===== config.mk =====
export PLATFORM = sky130hd
export DESIGN_NAME = uart_tx
export DESIGN_NICKNAME = d
export VERILOG_FILES = /design/src/rtl/uart_tx.sv
export SDC_FILE = /design/constraint.sdc
export NUM_CORES = 1
export LEC_CHECK = 0
export ABC_CLOCK_PERIOD_IN_PS = 3050
export BUFFER_PORTS_ARGS = -buffer_cell sky130_fd_sc_hd__buf_2
export CAP_MARGIN = 30
export CORE_UTILIZATION = 30
export CTS_BUF_LIST = sky130_fd_sc_hd__clkbuf_8
export CTS_CLUSTER_SIZE = 40
export DETAILED_ROUTE_END_ITERATION = 8
export HOLD_SLACK_MARGIN = 0.03
export PLACE_DENSITY = 0.59
export SLEW_MARGIN = 20
export SYNTH_ARGS = -nofsm -noshare
export SYNTH_HDL_FRONTEND = slang
export SYNTH_SLANG_ARGS = --single-unit

===== constraint.sdc =====
create_clock -name clk -period 3.05 [get_ports clk]
set_clock_uncertainty 0.1 [all_clocks]
set_input_delay 0.305 -clock clk [delete_from_list [all_inputs] [get_ports clk]]
set_output_delay 0.305 -clock clk [all_outputs]
set_load 0.02 [all_outputs]

===== src/rtl/uart_tx.sv =====
// UART transmitter: takes one word per valid/ready handshake and sends it LSB-first
// as start bit, data bits, optional parity bit and one or two stop bits.
module uart_tx #(
  parameter int unsigned DATA_WIDTH   = 8,
  parameter int unsigned CLKS_PER_BIT = 16,
  parameter int unsigned PARITY_EN    = 0,
  parameter int unsigned PARITY_ODD   = 0,
  parameter int unsigned STOP_BITS    = 1
) (
  input  logic                  clk,
  input  logic                  rst_n,
  input  logic                  tx_valid,
  output logic                  tx_ready,
  input  logic [DATA_WIDTH-1:0] tx_data,
  output logic                  txd,
  output logic                  busy
);

  localparam int unsigned CNT_W = $clog2(CLKS_PER_BIT);
  localparam int unsigned BIT_W = (DATA_WIDTH > 1) ? $clog2(DATA_WIDTH) : 1;

  localparam logic [CNT_W-1:0] BAUD_LAST = CNT_W'(CLKS_PER_BIT - 1);
  localparam logic [BIT_W-1:0] DATA_LAST = BIT_W'(DATA_WIDTH - 1);
  localparam logic [BIT_W-1:0] STOP_LAST = BIT_W'(STOP_BITS - 1);
  localparam logic             ODD_SEL   = (PARITY_ODD != 0);
  localparam logic             PAR_ON    = (PARITY_EN != 0);

  typedef enum logic [2:0] {
    ST_IDLE,
    ST_START,
    ST_DATA,
    ST_PARITY,
    ST_STOP
  } state_t;

  state_t                  state_q, state_n;
  logic [CNT_W-1:0]        baud_q, baud_n;
  logic [BIT_W-1:0]        bit_q, bit_n;
  logic [DATA_WIDTH-1:0]   shift_q, shift_n;
  logic                    parity_q, parity_n;
  logic                    txd_q, txd_n;
  logic                    busy_q, busy_n;
  logic                    bit_end;

  assign bit_end  = (baud_q == BAUD_LAST);
  assign tx_ready = (state_q == ST_IDLE);
  assign txd      = txd_q;
  assign busy     = busy_q;

  // State, counters, shift register and the registered line/busy outputs
  always_ff @(posedge clk or negedge rst_n) begin
    if (!rst_n) begin
      state_q  <= ST_IDLE;
      baud_q   <= '0;
      bit_q    <= '0;
      shift_q  <= '0;
      parity_q <= 1'b0;
      txd_q    <= 1'b1;
      busy_q   <= 1'b0;
    end else begin
      state_q  <= state_n;
      baud_q   <= baud_n;
      bit_q    <= bit_n;
      shift_q  <= shift_n;
      parity_q <= parity_n;
      txd_q    <= txd_n;
      busy_q   <= busy_n;
    end
  end

  // Next-state logic; txd/busy are derived from the next state so they line up with it
  always_comb begin
    state_n  = state_q;
    baud_n   = baud_q;
    bit_n    = bit_q;
    shift_n  = shift_q;
    parity_n = parity_q;
    txd_n    = 1'b1;
    busy_n   = 1'b0;

    if (state_q != ST_IDLE) begin
      baud_n = bit_end ? '0 : baud_q + CNT_W'(1);
    end

    case (state_q)
      ST_IDLE: begin
        if (tx_valid) begin
          state_n  = ST_START;
          shift_n  = tx_data;
          parity_n = (^tx_data) ^ ODD_SEL;
          baud_n   = '0;
          bit_n    = '0;
        end
      end
      ST_START: begin
        if (bit_end) begin
          state_n = ST_DATA;
        end
      end
      ST_DATA: begin
        if (bit_end) begin
          shift_n = shift_q >> 1;
          if (bit_q == DATA_LAST) begin
            bit_n   = '0;
            state_n = PAR_ON ? ST_PARITY : ST_STOP;
          end else begin
            bit_n = bit_q + BIT_W'(1);
          end
        end
      end
      ST_PARITY: begin
        if (bit_end) begin
          state_n = ST_STOP;
        end
      end
      ST_STOP: begin
        if (bit_end) begin
          if (bit_q == STOP_LAST) begin
            bit_n   = '0;
            state_n = ST_IDLE;
          end else begin
            bit_n = bit_q + BIT_W'(1);
          end
        end
      end
      default: begin
        state_n = ST_IDLE;
      end
    endcase

    case (state_n)
      ST_START:  txd_n = 1'b0;
      ST_DATA:   txd_n = shift_n[0];
      ST_PARITY: txd_n = parity_n;
      default:   txd_n = 1'b1;
    endcase

    busy_n = (state_n != ST_IDLE);
  end

endmodule


# Yosys cells after proc, flatten, opt, wreduce, memory -nomap -nowiden
# Index checks and enable logic that the tools add are counted.
[totals]
register_bits = 21
latchBits = 0
ram_bits = 0
rom_bits = 0
inputBits = 11
out_inout_bits = 3
elab_cells = 55
mem_count = 0
[op_classes]
addsub = 2
multipliers = 0
n_div = 0
n_lt_le_gt_ge = 0
n_eq_ne = 12
shifts = 0
n_mux = 24
bitwise_logic = 0
reduce_logical = 9
[op_table]
columns = ["operator", "n"]
rows = [
  ["3-bit 2-to-1 mux", 12],
  ["4-bit 2-to-1 mux", 4],
  ["8-bit 2-to-1 mux", 2],
  ["8-bit one-hot mux with 2 select lines", 1],
  ["3-bit one-hot mux with 5 select lines", 1],
  ["3-bit by 2-bit == test with 1-bit output, second input constant", 4],
  ["3-bit one-hot mux with 3 select lines", 1],
  ["3-bit nonzero test", 3],
  ["8-bit parity", 1],
  ["3-bit by 1-bit == test with 1-bit output, second input constant", 2],
  ["3-bit == test, second input constant", 2],
  ["3-bit logical NOT", 2],
  ["2-bit inequality test, second input constant", 3],
  ["4-bit by 1-bit adder with 4-bit output, second input constant", 1],
  ["4-bit == test, second input constant", 1],
  ["4-bit AND reduction", 1],
  ["3-bit by 1-bit adder with 3-bit output, second input constant", 1],
  ["1-bit one-hot mux with 3 select lines", 1],
  ["3-bit AND reduction", 1],
  ["1-bit 2-to-1 mux", 2],
  ["2-bit nonzero test", 1],
]

# Longest topological paths before layout
# Gate-level depths: netlist (run 1).
[logic_depth]
depth_word = 6
ltp_mapped = 6
depth_no_buf = 6

# Worst setup path after synthesis (run 1)
# No wires, ideal clock.
[synth_path]
path_type = "register to register"
startpoint = "register baud_q[0]"
endpoint = "register bit_q[0]"
setup_ns = 0.128
arrival_time_ns = 1.563
t_required_ns = 2.822
slack_ns = 1.259
stages_incl_launch_ff = 6
path_buffers = 0
synth_period_minus_slack_ns = 1.791
path_cell_list = "dfrtp_1 ha_1 and3_1 a211oi_1 nor3_2 mux2_1"
[synth_between]
elab_chain_len = 3
word_cells_on_any_way = 4
classes_between = "3 x eq/ne; 1 x reduce/logical"
[synth_rtl]
columns = ["element", "line", "rtl"]
rows = [
  ["start: declaration", "37", "logic [CNT_W-1:0] baud_q, baud_n;"],
  ["start signal: assignment", "62", "baud_q <= baud_n;"],
  ["4-bit == test *", "45", "assign bit_end = (baud_q == BAUD_LAST);"],
  ["2-bit inequality test (no line)", "--", ""],
  ["4-bit AND reduction (no line) *", "--", ""],
  ["end signal: assignment", "63", "bit_q <= bit_n;"],
  ["end: declaration", "38", "logic [BIT_W-1:0] bit_q, bit_n;"],
]
# Every way passes the cells marked *; elsewhere a longest branch is shown, timed or not.
# A chain may end at the register's enable or synchronous reset.

# Worst setup path after layout (run 1)
# Ends and elaborated chain as after synthesis.

==> flow_metrics.py, run 1 <==
metrics = {
    "die": {
        "start_util": 0.319,
        "fp.dieW_um": 64.9,
        "die_h_um": 64.9,
        "io_pins": 14,
        "dieArea_sq_um": 4210,
        "rows": 22,
        "core_area_sq_um": 3720,
    },
    "global_route": {
        "grt_max_degree": 22,
        "overflow": 0,
        "grt_pass1_wl_um": 3850,
        "grt_usage": 0.120,
        "antenna_found_initial": 0,
        "first_global_vias": 896,
    },
    "finish": {
        "postLayoutCoreUtil": 0.362,
        "n_fill_cell": 402,
        "layout_common_cells": "20 x dfrtp_1, 18 x nand2_1, 13 x buf_2",
        "antenna_cells": 0,
        "multi_input_area_sq_um": 612,
        "seqCellArea_sq_um": 527,
        "nets": 145,
        "synthToLayoutAreaGrowth_pct": 13.4,
        "layout.cells.non_filler": 177,
        "final_common_cell": "dfrtp_1",
        "drive_above_1_share": 0.209,
    },
    "drt": {
        "drtAntennaViolNets": 0,
        "wl_met3_um": 85,
        "drtPass1Iterations": 4,
        "avgViaCountPerCell": 4.98,
        "met2_length_um": 1130,
        "m1WireLength_um": 963,
        "highest_layer": "met4",
        "drt-wirelength-per-cell_um": 12.4,
        "wl_um": 2190,
        "drc": 0,
        "first_iter_violations": 12,
        "num_vias": 881,
    },
    "worst_setup_path": {
        "cp_max_fo": 7,
        "end_kind": "register",
        "rr_worst_depth": 5,
        "r2r_setup_slack_ns": 1.04,
        "worstPathArrival_ns": 2.05,
        "critPathLaunchType": "register",
        "r2r_end": "bit_q[0]",
        "startpoint": "baud_q[0]",
        "crit_type": "register to register",
        "required_ns": 3.09,
        "endpoint": "bit_q[0]",
        "r2r_start": "baud_q[0]",
    },
    "clock_tree": {
        "post_cts_buffers": 0,
        "cts_made_buffers": 3,
        "clock_latency_ns": 0.26,
        "htreeDepth": 1,
        "cts_tree": "built",
        "cts_buffer_depth": 2,
        "root_buffer": "clkbuf_8",
        "path_clk_slew_ns": 0.08,
        "clock-sinks": 21,
    },
    "timing": {
        "hold_ws_ns": 0.182,
        "slew_viol_final": 0,
        "period_needed_ns": 2.01,
        "finalSetupTns_ns": 0,
        "setup_ws_ns": 1.04,
        "hold_violations": 0,
        "rsz0062_at_grt": "false",
        "slew_headroom": 0.687,
        "setup_violations": 0,
        "max_freq_ghz": 0.498,
        "min_period_over_period": 0.658,
        "tightest_slew_ns": 0.470,
    },
    "synthesis": {
        "syn_nets": 130,
        "synth_area_sq_um": 1190,
        "synth_cell_types": 42,
        "syn_area_per_cell_sq_um": 10.3,
        "yosys_warnings": 0,
        "synth-main-ff-cell": "dfrtp_1",
        "ys_seq_area_frac": 0.444,
        "synth_edf_count": 0,
        "netlist_instances": 115,
        "synthArstFlopShare": 1.00,
        "ys_seq_elements": 21,
    },
    "place": {
        "place_inst": 172,
        "dp_worst_setup_slack_ns": 1.07,
        "place_congestion": 0.787,
        "portBuffers": 13,
        "hpwlAfterDp_um": 1650,
    },
    "status": {
        "status": "finished clean",
    },
    "flow_run": {
        "maxCapViolCount": 0,
    },
    "pwr": {
        "power_density_nw_per_um2": 868,
        "leakagePower_nw": 0.593,
        "worst_ir_drop_vdd_mv": 0.344,
    },
    "worst_hold_path": {
        "hold_depth": 3,
        "hold_start": "tx_data[7]",
        "hold_class": "input port to register",
    },
}
==> layout make-up <==
cell class	count	share of cell area
Clock buffer	3	0.0307
Clock inverter	1	0.00558
Inverter	4	0.0112
Multi-Input combinational cell	85	0.455
Sequential cell	21	0.392
Tap cell	48	0.0447
Timing Repair Buffer	15	0.0614
==> report_power, final <==
part	switching [mW]	internal, mW	leakage [nW]
combinational	0.234	0.216	0.316
clock	0.0921	0.0922	0.0217
sequential	0.126	0.407	0.256
==> state kept, by name, indices dropped and copies added (netlist names) <==
register and count:
state_q 3, busy 1, bit_q 3, parity_q 1
baud_q 4, shift_q 8, txd 1
==> worst max-delay path, cell delays in order, from the launching register on <==
cell and delay (ns):
dfrtp_1 0.42, ha_1 0.29, and3_1 0.31, a211oi_1 0.12, nor3_2 0.29, mux2_1 0.36
==> cell usage after synthesis (2+ instances only) <==
cell	n	area, sq um
xnor2_1	7	61.3
o21ai_1	5	25.0
ha_1	4	50.1
a21oi_1	2	10.0
mux2_1	3	33.8
nand2_1	18	67.6
buf_2	2	10.0
a21boi_0	2	15.0
or3_1	2	12.5
a21o_1	2	15.0
nand2b_1	4	25.0
nor2_1	7	26.3
inv_1	3	11.3
dfrtp_1	20	500
a22oi_1	6	45.0
nor2b_1	2	12.5
==> per-stage QoR <==
step                instance area [sq um]  total power, mW
floorplan                            1190            0.884
global placement                     1290            0.972
detailed placement                   1290            0.995
CTS                                  1350             1.19
global route                         1350             1.28
finish                               1350             1.17
==> logic make-up (layout without fill, tap and decap cells) <==
logic type | Yosys count | in the layout | share of synthesized area
simple gates | 42 | 42 | 0.195
compound gates | 29 | 29 | 0.198
flops | 21 | 21 | 0.444
buf+inv | 9 | 23 | 0.0401
xor+xnor | 7 | 7 | 0.0517
fa+ha+maj | 4 | 4 | 0.0422
mux | 3 | 3 | 0.0285
==> timing repair <==
item                                   CTS  global route
endpoints found under the hold margin   20             0
hold buffers                             1             0
resized for setup                        0             0
==> worst min-delay path by stage <==
stage | endpoint | slack, ns
2_1_floorplan | baud_q[0] | -0.09
3_3_place_gp | baud_q[2] | 0.19
3_5_place_dp | bit_q[1] | 0.19
4_1_cts | shift_q[7] | 0.17
5_1_grt | shift_q[2] | 0.19
6_report | shift_q[7] | 0.18
==> per-layer routing <==
layer,up-vias,GRT usage
met4,0,0.0250
met3,2,0.0370
met1,427,0.126
met2,17,0.230
li1,435,-
met5,-,0
No activity file was read; power rests on OpenSTA's default activity.
==> run 2, diff against run 1 <==
--- a/config.mk
+++ b/config.mk
@@ -5,7 +5,7 @@
 export SDC_FILE = /design/constraint.sdc
 export NUM_CORES = 1
 export LEC_CHECK = 0
-export ABC_CLOCK_PERIOD_IN_PS = 3050
+export ABC_CLOCK_PERIOD_IN_PS = 1700
 export BUFFER_PORTS_ARGS = -buffer_cell sky130_fd_sc_hd__buf_2
 export CAP_MARGIN = 30
 export CORE_UTILIZATION = 30
@@ -13,7 +13,7 @@
 export CTS_CLUSTER_SIZE = 40
 export DETAILED_ROUTE_END_ITERATION = 8
 export HOLD_SLACK_MARGIN = 0.03
-export PLACE_DENSITY = 0.59
+export PLACE_DENSITY = 0.6
 export SLEW_MARGIN = 20
 export SYNTH_ARGS = -nofsm -noshare
 export SYNTH_HDL_FRONTEND = slang
==> constraint.sdc (replaced) <==
create_clock -name clk -period 1.7 [get_ports clk]
set_clock_uncertainty 0.1 [all_clocks]
set_input_delay 0.17 -clock clk [delete_from_list [all_inputs] [get_ports clk]]
set_output_delay 0.17 -clock clk [all_outputs]
set_load 0.02 [all_outputs]
==> flow_metrics.py, run 2 (synthesis gave the netlist of run 1 again) <==
metrics = {
    "die": {
        "io_pins": 14,
        "core_area_sq_um": 3720,
        "fp.dieW_um": 64.9,
        "die_h_um": 64.9,
        "dieArea_sq_um": 4210,
        "rows": 22,
        "start_util": 0.319,
    },
    "timing": {
        "setup_ws_ns": -0.0290,
        "finalSetupTns_ns": -0.0290,
        "min_period_over_period": 1.02,
        "slew_headroom": 0.670,
        "max_freq_ghz": 0.578,
        "rsz0062_at_grt": "true",
        "tightest_slew_ns": 0.495,
        "setup_violations": 1,
        "slew_viol_final": 0,
        "hold_violations": 0,
        "period_needed_ns": 1.73,
    },
    "drt": {
        "drc": 0,
        "drtAntennaViolNets": 0,
        "num_vias": 938,
        "wl_um": 2450,
        "avgViaCountPerCell": 4.86,
        "first_iter_violations": 53,
        "drt-wirelength-per-cell_um": 12.7,
        "drtPass1Iterations": 4,
    },
    "place": {
        "portBuffers": 13,
        "dp_worst_setup_slack_ns": -0.0310,
        "hpwlAfterDp_um": 1750,
        "placed_area_sq_um": 1400,
        "place_congestion": 0.760,
        "place_inst": 185,
    },
    "finish": {
        "n_fill_cell": 367,
        "reg_top3": "shift_q (8), baud_q (4)",
        "multi_input_area_sq_um": 709,
        "drive_above_1_share": 0.400,
        "largest_reg_flops": 8,
        "layout.cells.non_filler": 193,
        "seqCellArea_sq_um": 531,
        "postLayoutCoreUtil": 0.424,
        "design_area_sq_um": 1580,
        "antenna_cells": 0,
        "layout_common_cells": "18 x nand2_1, 17 x dfrtp_1, 16 x buf_4",
        "synthToLayoutAreaGrowth_pct": 32.9,
        "final_common_cell": "nand2_1",
        "nets": 161,
        "top_register": "shift_q",
    },
    "status": {
        "status": "complete, but fails checks",
        "violations": "setup timing",
    },
    "pwr": {
        "leakagePower_nw": 0.687,
        "power_density_nw_per_um2": 1580,
        "worst_ir_drop_vdd_mv": 0.433,
    },
    "clock_tree": {
        "clock-sinks": 21,
        "htreeDepth": 1,
        "cts_made_buffers": 3,
        "path_clk_slew_ns": 0.09,
        "clock_latency_ns": 0.27,
        "root_buffer": "clkbuf_8",
        "cts_buffer_depth": 2,
        "cts_tree": "built",
    },
    "global_route": {
        "grt_max_degree": 22,
        "grt_usage": 0.128,
        "antenna_found_initial": 0,
        "overflow": 0,
        "grt_pass1_wl_um": 4190,
        "first_global_vias": 945,
    },
    "worst_setup_path": {
        "critPathLaunchType": "register",
        "crit_type": "register to register",
        "worstPathArrival_ns": 1.77,
        "required_ns": 1.74,
        "cp_max_fo": 2,
        "end_kind": "register",
    },
    "flow_run": {
        "maxCapViolCount": 0,
    },
    "worst_hold_path": {
        "hold_class": "input port to register",
    },
}
## run 2: changes by cell type in the layout (fill, tap and decap cells not counted), moves of 2 or more
cell	change
buf_4	+15
dfrtp_1	-3
dfrtp_2	+3
ha_1	-3
a22oi_1	-2
a22oi_2	+2
buf_6	+2
ha_4	+2
## run 2: worst paths after layout
| kind | start | endpoint | slack, ns | cells after the start |
|---|---|---|---|---|
| min in group asynchronous | rst_n | baud_q[1] | 0.28 | 2 |
| min | tx_data[7] | shift_q[7] | 0.05 | 3 |
| max | bit_q[0] | busy | -0.03 | 6 |
| max in group asynchronous | rst_n | state_q[0] | 0.84 | 2 |
| min reg2reg | shift_q[2] | shift_q[2] | 0.38 | 2 |
| max reg2reg | bit_q[0] | busy | -0.03 | 6 |
## run 2: area by class of cell
class	count	area share
timing repair buffer	31	0.135
clock inverter	1	0.00317
tap	48	0.0381
clock buffer	3	0.0262
multi-input combinational	85	0.450
sequential	21	0.337
inverter	4	0.0111
## run 2: worst max-delay path, stage by stage, from the launching register on
cell and delay [ns]:
dfrtp_1 0.37, ha_2 0.20, ha_4 0.15, o2111ai_4 0.14, a22oi_2 0.26, nor2_1 0.08
or3_1 0.30
## run 2: where the power goes
group / internal [mW] / switching [mW] / total (mW)
combinational: 0.637 / 0.561 / 1.20
clock: 0.164 / 0.173 / 0.337
sequential: 0.735 / 0.226 / 0.962
## run 2: metrics by stage
stage | power, mW | hold slack, ns
2_1_floorplan | 1.61 | -0.226
3_3_place_gp | 1.92 | 0.0472
3_5_place_dp | 1.95 | 0.0562
4_1_cts | 2.37 | 0.0475
5_1_grt | 2.70 | 0.0824
6_report | 2.50 | 0.0511
## run 2: repair_timing
action / CTS / global route
setup buffers: 2 / 2
resized for setup: 6 / 15
pin swaps: 7 / 4
setup endpoints to repair: 6 / 12
hold buffers: 1 / 0
hold endpoints to repair: 20 / 0
## run 2: layer usage
| metal | share of wire | vias to the layer above | wire length (um) | track usage |
|---|---|---|---|---|
| li1 | - | 465 | - | - |
| met1 | 0.46 | 459 | 1120 | 0.163 |
| met2 | 0.51 | 9 | 1260 | 0.214 |
| met3 | 0.011 | 5 | 26 | 0.0106 |
| met4 | 0.021 | 0 | 52 | 0.0667 |
| met5 | 0 | - | 0 | 0 |
